**config.mk**
```make
export PLATFORM = sky130hd
export DESIGN_NAME = vga_board_fetch_flat
export DESIGN_NICKNAME = d
export VERILOG_FILES = /design/src/rtl/tetris_vga_pkg.sv /design/src/rtl/vga_board_fetch_if.sv /design/src/rtl/vga_board_fetch_cell_word_builder.sv /design/src/rtl/vga_board_fetch.sv /design/src/flat_wrapper.sv
export SDC_FILE = /design/constraint.sdc
export NUM_CORES = 1
export LEC_CHECK = 0
export ABC_AREA = 1
export ABC_CLOCK_PERIOD_IN_PS = 3100
export CORE_ASPECT_RATIO = 1.75
export CORE_MARGIN = 5
export CORE_UTILIZATION = 42
export CTS_BUF_LIST = sky130_fd_sc_hd__clkbuf_16
export CTS_CLUSTER_DIAMETER = 60
export DETAILED_ROUTE_END_ITERATION = 7
export PLACE_DENSITY_LB_ADDON = 0.3
export SKIP_LAST_GASP = 1
export SYNTH_ARGS = -nofsm -noshare
export SYNTH_HDL_FRONTEND = slang
export SYNTH_SLANG_ARGS = --single-unit
```
**constraint.sdc**
```tcl
create_clock -name clk -period 3.1 [get_ports clk]
set_input_delay 0.465 -clock clk [delete_from_list [all_inputs] [get_ports clk]]
set_output_delay 0.465 -clock clk [all_outputs]
set_load 0.02 [all_outputs]
```
**src/rtl/tetris_vga_pkg.sv**
```systemverilog
// Shared constants and types for the Tetris VGA pixel path.
// Timing offsets, board geometry, color codes, FSM and region enums.
package tetris_vga_pkg;

  localparam int TFP_H   = 224;
  localparam int TFP_V   = 12;
  localparam int TSYNC_H = 1600;

  localparam int BOARD_COLS = 10;
  localparam int BOARD_ROWS = 20;
  localparam int CELL_PX    = 16;

  localparam logic [2:0] CLR_BLACK = 3'b000;
  localparam logic [2:0] CLR_BLUE  = 3'b001;
  localparam logic [2:0] CLR_GREEN = 3'b010;
  localparam logic [2:0] CLR_RED   = 3'b100;
  localparam logic [2:0] CLR_WHITE = 3'b111;

  typedef enum logic [2:0] {
    S_IDLE,
    S_CALC,
    S_ADDR,
    S_WAIT,
    S_BUILD,
    S_HOLD
  } fetch_state_e;

  typedef enum logic [1:0] {
    RG_BG,
    RG_FRAME,
    RG_BOARD
  } region_e;

endpackage

```
**src/rtl/vga_board_fetch_if.sv**
```systemverilog
// Board RAM read port: address and strobe out, cell color back.
// master = fetch unit, slave = RAM; data valid 1 cycle after rd_en.
interface vga_board_fetch_if;
  logic [7:0] ram_addr;
  logic       ram_rd_en;
  logic [2:0] ram_data;

  modport master (
    output ram_addr,
    output ram_rd_en,
    input  ram_data
  );

  modport slave (
    input  ram_addr,
    input  ram_rd_en,
    output ram_data
  );
endinterface

```
**src/rtl/vga_board_fetch_cell_word_builder.sv**
```systemverilog
// Turns a region, cell color and line offset into a 16-pixel word.
// Ports: region_i, color_i, yoff_i in; word_o (48 bits) out.
module cell_word_builder
  import tetris_vga_pkg::*;
#(
  parameter logic [2:0] BORDER_COLOR = 3'b111,
  parameter logic [2:0] BG_COLOR     = 3'b000
) (
  input  region_e     region_i,
  input  logic [2:0]  color_i,
  input  logic [3:0]  yoff_i,
  output logic [47:0] word_o
);

  always_comb begin
    word_o = {16{BG_COLOR}};
    unique case (region_i)
      RG_BOARD: begin
        if (color_i != CLR_BLACK) begin
          // last line and last pixel are black bevel
          if (yoff_i == 4'hF)
            word_o = '0;
          else
            word_o = {CLR_BLACK, {15{color_i}}};
        end
      end
      RG_FRAME: word_o = {16{BORDER_COLOR}};
      default:  word_o = {16{BG_COLOR}};
    endcase
  end

endmodule

```
**src/rtl/vga_board_fetch.sv**
```systemverilog
// Prefetches the next 16-pixel word from board RAM, piece and frame.
// Ports: clk, rst, cnt_X/cnt_Y, ram (board RAM), piece_*, pixels.
module vga_board_fetch
  import tetris_vga_pkg::*;
#(
  parameter int         BOARD_X0     = 240,
  parameter int         BOARD_Y0     = 80,
  parameter logic [2:0] BORDER_COLOR = 3'b111,
  parameter logic [2:0] BG_COLOR     = 3'b000
) (
  input  logic        clk,
  input  logic        rst,
  input  logic [10:0] cnt_X,
  input  logic [9:0]  cnt_Y,
  vga_board_fetch_if.master ram,
  input  logic        piece_valid,
  input  logic [15:0] piece_x,
  input  logic [19:0] piece_y,
  input  logic [2:0]  piece_color,
  output logic [47:0] pixels
);

  localparam logic signed [11:0] SX_OFF  = 12'(TFP_H / 2);
  localparam logic signed [11:0] SY_OFF  = 12'(TFP_V);
  localparam logic signed [11:0] X0      = 12'(BOARD_X0);
  localparam logic signed [11:0] Y0      = 12'(BOARD_Y0);
  localparam logic signed [11:0] ZERO    = 12'sd0;
  localparam logic signed [11:0] NEG1    = -12'sd1;
  localparam logic signed [11:0] COL_MAX = 12'(BOARD_COLS - 1);
  localparam logic signed [11:0] ROW_MAX = 12'(BOARD_ROWS - 1);
  localparam logic signed [11:0] COL_FR  = 12'(BOARD_COLS);
  localparam logic signed [11:0] ROW_FR  = 12'(BOARD_ROWS);

  logic [4:0]         phase;
  logic [5:0]         tw;
  logic signed [11:0] sx;
  logic signed [11:0] sy;
  logic signed [11:0] dy;
  logic signed [11:0] col_c;
  logic signed [11:0] row_c;
  logic               in_board;
  logic               in_frame;
  region_e            region_c;
  logic [7:0]         addr_c;
  logic               hit;
  logic [47:0]        word_c;

  fetch_state_e state_q, state_d;
  region_e      region_q, region_d;
  logic [3:0]   col_q, col_d;
  logic [4:0]   row_q, row_d;
  logic [3:0]   yoff_q, yoff_d;
  logic [2:0]   color_q, color_d;
  logic [47:0]  staging_q, staging_d;
  logic [47:0]  pixels_q, pixels_d;
  logic [7:0]   addr_q, addr_d;
  logic         rd_en_q, rd_en_d;

  // target is the word shown after the next latch
  assign phase = cnt_X[4:0];
  assign tw    = cnt_X[10:5] + 6'd1;
  assign sx    = $signed({2'b00, tw, 4'b0000}) - SX_OFF;
  assign sy    = $signed({2'b00, cnt_Y}) - SY_OFF;
  assign dy    = sy - Y0;
  // arithmetic shift keeps -16..-1 as cell -1
  assign col_c = (sx - X0) >>> 4;
  assign row_c = dy >>> 4;

  assign in_board = (col_c >= ZERO) && (col_c <= COL_MAX)
                 && (row_c >= ZERO) && (row_c <= ROW_MAX);
  assign in_frame = (col_c >= NEG1) && (col_c <= COL_FR)
                 && (row_c >= NEG1) && (row_c <= ROW_FR);

  always_comb begin
    region_c = RG_BG;
    if (in_board)
      region_c = RG_BOARD;
    else if (in_frame)
      region_c = RG_FRAME;
  end

  assign addr_c = {3'b000, row_c[4:0]} * 8'd10
                + {4'b0000, col_c[3:0]};

  always_comb begin
    hit = 1'b0;
    for (int i = 0; i < 4; i++) begin
      if (piece_x[4*i +: 4] == col_q &&
          piece_y[5*i +: 5] == row_q)
        hit = 1'b1;
    end
    hit = hit & piece_valid;
  end

  cell_word_builder #(
    .BORDER_COLOR (BORDER_COLOR),
    .BG_COLOR     (BG_COLOR)
  ) u_builder (
    .region_i (region_q),
    .color_i  (color_q),
    .yoff_i   (yoff_q),
    .word_o   (word_c)
  );

  always_comb begin
    state_d   = state_q;
    region_d  = region_q;
    col_d     = col_q;
    row_d     = row_q;
    yoff_d    = yoff_q;
    color_d   = color_q;
    staging_d = staging_q;
    pixels_d  = pixels_q;
    addr_d    = addr_q;
    rd_en_d   = 1'b0;
    unique case (state_q)
      S_IDLE: begin
        if (phase == 5'h1F)
          state_d = S_CALC;
      end
      S_CALC: begin
        region_d = region_c;
        col_d    = col_c[3:0];
        row_d    = row_c[4:0];
        yoff_d   = dy[3:0];
        if (region_c == RG_BOARD) begin
          addr_d  = addr_c;
          rd_en_d = 1'b1;
          state_d = S_ADDR;
        end else begin
          state_d = S_BUILD;
        end
      end
      S_ADDR: state_d = S_WAIT;
      S_WAIT: begin
        color_d = hit ? piece_color : ram.ram_data;
        state_d = S_BUILD;
      end
      S_BUILD: begin
        staging_d = word_c;
        state_d   = S_HOLD;
      end
      S_HOLD: begin
        if (phase == 5'h1E)
          pixels_d = staging_q;
        if (phase == 5'h1F)
          state_d = S_CALC;
      end
      default: state_d = S_IDLE;
    endcase
  end

  always_ff @(posedge clk) begin
    if (rst) begin
      state_q   <= S_IDLE;
      region_q  <= RG_BG;
      col_q     <= '0;
      row_q     <= '0;
      yoff_q    <= '0;
      color_q   <= '0;
      staging_q <= '0;
      pixels_q  <= '0;
      addr_q    <= '0;
      rd_en_q   <= 1'b0;
    end else begin
      state_q   <= state_d;
      region_q  <= region_d;
      col_q     <= col_d;
      row_q     <= row_d;
      yoff_q    <= yoff_d;
      color_q   <= color_d;
      staging_q <= staging_d;
      pixels_q  <= pixels_d;
      addr_q    <= addr_d;
      rd_en_q   <= rd_en_d;
    end
  end

  assign ram.ram_addr  = addr_q;
  assign ram.ram_rd_en = rd_en_q;
  assign pixels        = pixels_q;

endmodule

```
**src/flat_wrapper.sv**
```systemverilog
// flat-port wrapper written by rule: the top's interface ports become plain ports
module vga_board_fetch_flat import tetris_vga_pkg::*;
#(
  parameter int         BOARD_X0     = 240,
  parameter int         BOARD_Y0     = 80,
  parameter logic [2:0] BORDER_COLOR = 3'b111,
  parameter logic [2:0] BG_COLOR     = 3'b000
)
  (clk, rst, cnt_X, cnt_Y, piece_valid, piece_x, piece_y, piece_color, pixels, ram_ram_addr, ram_ram_rd_en, ram_ram_data);
  vga_board_fetch_if ram_i ();
  input  logic clk;
  input  logic rst;
  input  logic [10:0] cnt_X;
  input  logic [9:0] cnt_Y;
  input  logic piece_valid;
  input  logic [15:0] piece_x;
  input  logic [19:0] piece_y;
  input  logic [2:0] piece_color;
  output logic [47:0] pixels;
  output wire logic [$bits(ram_i.ram_addr)-1:0] ram_ram_addr;
  output wire logic [$bits(ram_i.ram_rd_en)-1:0] ram_ram_rd_en;
  input wire logic [$bits(ram_i.ram_data)-1:0] ram_ram_data;
  assign ram_ram_addr = ram_i.ram_addr;
  assign ram_ram_rd_en = ram_i.ram_rd_en;
  assign ram_i.ram_data = ram_ram_data;
  vga_board_fetch #(.BOARD_X0(BOARD_X0), .BOARD_Y0(BOARD_Y0), .BORDER_COLOR(BORDER_COLOR), .BG_COLOR(BG_COLOR)) u_core (.clk(clk), .rst(rst), .cnt_X(cnt_X), .cnt_Y(cnt_Y), .ram(ram_i), .piece_valid(piece_valid), .piece_x(piece_x), .piece_y(piece_y), .piece_color(piece_color), .pixels(pixels));
endmodule
```
; Word-level counts from Yosys, hierarchy flattened
; Cells that the tools add are included.
[op_classes]
n_mux = 14
reduce_logical = 16
addsub = 6
magnitude_cmp = 8
bitwise_logic = 2
n_eq_ne = 20
multipliers = 1
[op_table]
columns = op, n
row1 = case mux 48 bit (2 select lines), 1
row2 = 2-to-1 mux 45 bit, 2
row3 = "greater-or-equal comparator 8 x 1 -> 1 bit, second input constant", 4
row4 = == test 5 bit, 4
row5 = == test 4 bit, 4
row6 = "<= comparator 8 x 5 -> 1 bit, second input constant", 2
row7 = "<= comparator 8 x 6 -> 1 bit, second input constant", 2
row8 = case mux 3 bit (5 select lines), 1
row9 = "subtractor 11 x 8 -> 12 bit, second input constant", 1
row10 = "subtractor 11 x 9 -> 12 bit, second input constant", 1
row11 = "subtractor 10 x 4 -> 11 bit, second input constant", 1
row12 = "subtractor 10 x 7 -> 11 bit, second input constant", 1
row13 = "== test 5 bit, second input constant", 2
row14 = logical AND 1 bit, 10
row15 = 2-to-1 mux 3 bit, 3
row16 = adder 8 x 4 -> 8 bit, 1
row17 = "multiplier 5 x 3 -> 7 bit, second input constant", 1
row18 = "adder 6 x 1 -> 6 bit, second input constant", 1
row19 = "== test 3 x 2 -> 1 bit, second input constant", 2
row20 = "== test 3 bit, second input constant", 2
row21 = 2-to-1 mux 1 bit, 6
row22 = "== test 2 bit, second input constant", 2
row23 = "== test 4 bit, second input constant", 1
row24 = AND reduction 2 bit, 2
row25 = 9 further kinds, 10
[word_totals]
out_inout_bits = 57
elab_cells = 77
regBits = 126
input_bits = 66

; Depth between registers and ports, before layout
[logic_depth]
word_depth = 12
depth_mapped = 19
depth_no_buf = 19

; By module
; From an unflattened synthesis, not the netlist that was laid out.
[hier_totals]
hier_cells = 930
area_unflattened_um2 = 6612.6
[modules_own_cells]
columns = mod, n_inst, area_each_um2, cells_each
row1 = vga_board_fetch, 1, 6173.4, 866
row2 = cell_word_builder, 1, 439.2, 64

; Worst setup path after synthesis
; Ideal clock, no wire load.
[synth_timing]
kind = input port to flip-flop
startpoint = input cnt_Y[2]
endpoint = register u_core.addr_q[7], in the netlist u_core.ram.ram_addr[7]
path_stages = 16
arrival_time_ns = 3.018
path_slack_ns = -0.050
cell_sequence = ha_1 xor2_1 ha_1 inv_1 nand2_2 nand2_1 nand3_2 nand2_4 ha_1 fa_1 xor2_1 nand3_1 xor2_1 xor2_1 nand2_1 a21oi_1
[synth_between]
elab_chain_cells = 9
word_cells_on_any_way = 16
cone_classes = add/sub (3) / mul (1) / order compare (4) / eq/ne (1) / mux (2) / reduce/logical (5)
[synth_rtl]
columns = item, line
row1 = from (decl), flat_wrapper.sv:14  ; input logic [9:0] cnt_Y;
row2 = subtractor 10 x 4 -> 11 bit (*), vga_board_fetch.sv:63  ; assign sy = $signed({2'b00, cnt_Y}) - SY_OFF;
row3 = subtractor 11 x 8 -> 12 bit (*), vga_board_fetch.sv:64  ; assign dy = sy - Y0;
row4 = named net u_core.dy[4], vga_board_fetch.sv:38  ; logic signed [11:0] dy;
row5 = branches (longest 7 deep; another with adder 8 x 4 -> 8 bit), -
row6 = to (signal assigned), vga_board_fetch.sv:174  ; addr_q <= addr_d;
row7 = to (decl), vga_board_fetch.sv:56  ; logic [7:0] addr_q, addr_d;
; Mark *: on every way through the listed nets, which the timed path passes.
; A chain may end at the register's enable or synchronous reset.

; Final worst setup path
[layout_timing]
startpoint = input cnt_Y[3]
endpoint = register u_core.addr_q[7], in the netlist u_core.ram.ram_addr[7]
; Same word-level chain as after synthesis.

==> results.json <==
{
  "hpwlAfterDp_mm": 8.37,
  "yosysTopAreaCellShare": 0.216,
  "clk_pin_slew_ps": 60,
  "grt_pass1_wl_mm": 15.5,
  "holdPathStages": 2,
  "crit_path_start": "cnt_Y[3]",
  "start_util": 0.426,
  "synth_flop_cell": "dfxtp_1",
  "yosysMostFrequentCell": "nand2_1",
  "start_kind": "input pin",
  "finalInstanceArea_sq_um": 5110,
  "synth_edf_count": 0,
  "power.internal_mw": 1.22,
  "antenna_found_initial": 0,
  "syn_area_per_cell_sq_um": 6.43,
  "drtIter0Drc": 84,
  "cts_sinks": 38,
  "cp.required_ps": 3310,
  "max-clock-path-buffers": 2,
  "grtUsageTotal": 0.186,
  "die_h_um": 131,
  "worst_skew_pair.late_latency_ps": 280,
  "regToRegSetupSlack_ps": 1310,
  "min_to": "u_core.yoff_q[3]",
  "finalHoldViolCount": 0,
  "total_power_mw": 1.72,
  "synth_cell_types": 38,
  "holdCritPathClass": "flip-flop to flip-flop",
  "clockRootBuffer": "clkbuf_16",
  "rr_worst_depth": 12,
  "yosys.area.top_type": "dfxtp_1",
  "ys_warn_count": 0,
  "drive_above_1_share": 0.153,
  "die_w_um": 79.2,
  "post-route-min-period_ps": 2920,
  "reg2reg_from": "u_core.row_q[1]",
  "ys_seq_area_frac": 0.216,
  "post_drt_via_cell_ratio": 4.88,
  "synth_nets": 635,
  "r2r-end": "u_core.color_q[2]",
  "finalSetupTns_ps": 0,
  "grt_remaining_overflow": 0,
  "wirelength_mm": 9.65,
  "p_per_area_nw_per_um2": 338,
  "fin_nets": 761,
  "maxSlewViolCount": 0,
  "drc": 0,
  "final.setup.worst_slack_ps": 176,
  "cts_buffers": 5,
  "netlist_area_sq_um": 3520,
  "ys_ff_latch": 38,
  "slew-limit-headroom": 0.586,
  "rows": 44,
  "vdd_drop_max_uv": 248,
  "hp-start": "u_core.yoff_q[3]",
  "grt_pass1_vias": 3711,
  "critical_path_arrival_ps": 3130,
  "maxCapViolCount": 0,
  "synthTopCellsByArea": "dfxtp_1, nand2_1, buf_4",
  "cts-hold-fix-buffers": 0,
  "seq_power_share": 0.295,
  "netSwitchingFraction": 0.295,
  "end_kind": "flip-flop",
  "dr.pass1.iters": 4,
  "dieArea_sq_um": 10400,
  "syn_to_final_growth_pct": 45.2,
  "grt_max_degree": 21,
  "io_buffers": 122,
  "tightest_slew_ps": 616,
  "leakage_nw": 2.32,
  "num_io_pins": 123,
  "status": "finished, final reports clean",
  "p_switching_uw": 509,
  "antenna_left": 0,
  "crit_type": "input pin to flip-flop",
  "skew_ps": 3.60,
  "combPwrFrac": 0.376,
  "tritoncts": "built",
  "htreeDepth": 2,
  "ys_async_sr_fraction": 0,
  "placed_area_sq_um": 4870,
  "n_antenna_cell": 0,
  "place_ws_ps": -563,
  "fmax_mhz": 342,
  "finalSetupViolations": 0,
  "clkPwrFrac": 0.329,
  "cp_max_fo": 4,
  "netlist_instances": 547,
  "wl_per_cell_um": 12.6,
  "vias": 3740,
  "period_share": 0.943,
  "synth_common_cells": "nand2_1, inv_1, nor2_1",
  "routabilityCongestion": 0.906,
  "core_area_sq_um": 8260
}
[metal layers]
| layer | wire [um] | GRT usage | vias up |
|---|---|---|---|
| li1 | - | - | 1932 |
| met2 | 5620 | 0.398 | 102 |
| met4 | 495 | 0.0992 | 0 |
| met5 | 0 | 0 | - |
| met3 | 419 | 0.0274 | 32 |
| met1 | 3110 | 0.156 | 1674 |
[sequential cells by signal, summed over array words and instances (netlist names)]
name and flops:
u_core.pixels 4, u_core.region_q 2, u_core.color_q 3, u_core.state_q 3, u_core.ram.ram_rd_en 1, u_core.col_q 4, u_core.yoff_q 4, u_core.row_q 5
u_core.ram.ram_addr 8, u_core.staging_q 4
[cell usage in the layout (no fill, tap or decap), types with 2 or more instances in the layout]
cell,count
clkdlybuf4s50_1,117
nand4_1,11
nand3_1,34
o21ai_0,27
ha_1,16
a21oi_2,2
clkinv_1,2
xnor2_1,15
nand2_1,117
nor2_1,53
nor3_1,3
dfxtp_1,38
nand3b_1,2
or2_2,3
buf_4,50
ha_4,2
xor2_1,16
a211oi_1,2
a21oi_1,32
clkbuf_16,5
nor4_1,2
o21ai_2,2
ha_2,2
nand3_2,4
nand2_2,12
nor2_2,7
inv_1,74
dlygate4sd2_1,2
[what timing repair did]
item	4_1_cts	5_1_grt
gates resized for setup	15	12
endpoints found under the setup margin	3	4
pin swaps	7	3
gates cloned	0	0
setup buffers	1	0
[worst max-delay path, cell delays in order]
cell	delay (ps)
clkdlybuf4s15_1	230
ha_4	210
xor2_4	190
inv_1	80
ha_1	290
ha_1	300
ha_2	200
fa_2	330
xor2_1	200
nand3_1	110
xor2_1	160
xor2_1	160
nand2_1	60
a21oi_1	120
[power groups by stage]
stage / combinational, mW / sequential (mW) / clock [mW]
CTS: 0.645 / 0.509 / 0.574
floorplan: 0.329 / 0.513 / 0
global placement: 0.605 / 0.519 / 0
detailed placement: 0.620 / 0.520 / 0
global route: 0.724 / 0.510 / 0.595
finish: 0.648 / 0.509 / 0.567
[through the flow]
stage | instances | utilization | hold slack, ps
2_1_floorplan | 547 | - | 429
3_3_place_gp | 757 | 0.589 | 449
3_5_place_dp | 757 | 0.589 | 451
4_1_cts | 766 | 0.616 | 458
5_1_grt | 766 | 0.619 | 477
6_report | 766 | 0.619 | 453
[final cells by class]
| cell class | count | area, sq um |
|---|---|---|
| Clock buffer | 5 | 125 |
| Clock inverter | 3 | 41.3 |
| Fill cell | 756 | 3150 |
| Inverter | 77 | 290 |
| Multi-Input combinational cell | 378 | 2170 |
| Sequential cell | 38 | 761 |
| Tap cell | 92 | 115 |
| Timing Repair Buffer | 173 | 1600 |
[cells by family after synthesis]
logic type	share of synthesized area
and+or+nand+nor	0.323
DFF	0.216
adders and majority gates	0.0825
buffers and inverters	0.189
xor gates and xnor gates	0.0843
AOI/OAI and AO/OA	0.105
[worst max path at each step]
stage	endpoint	cells past startpoint	slack, ps
global placement	u_core.ram.ram_addr[7]	14	-460
detailed placement	u_core.ram.ram_addr[7]	14	-560
CTS	u_core.ram.ram_addr[7]	17	30
finish	u_core.ram.ram_addr[7]	14	180
global route	u_core.ram.ram_addr[7]	20	-6
floorplan	u_core.ram.ram_addr[7]	16	40
Note: power is estimated with default switching activity, not from simulation.
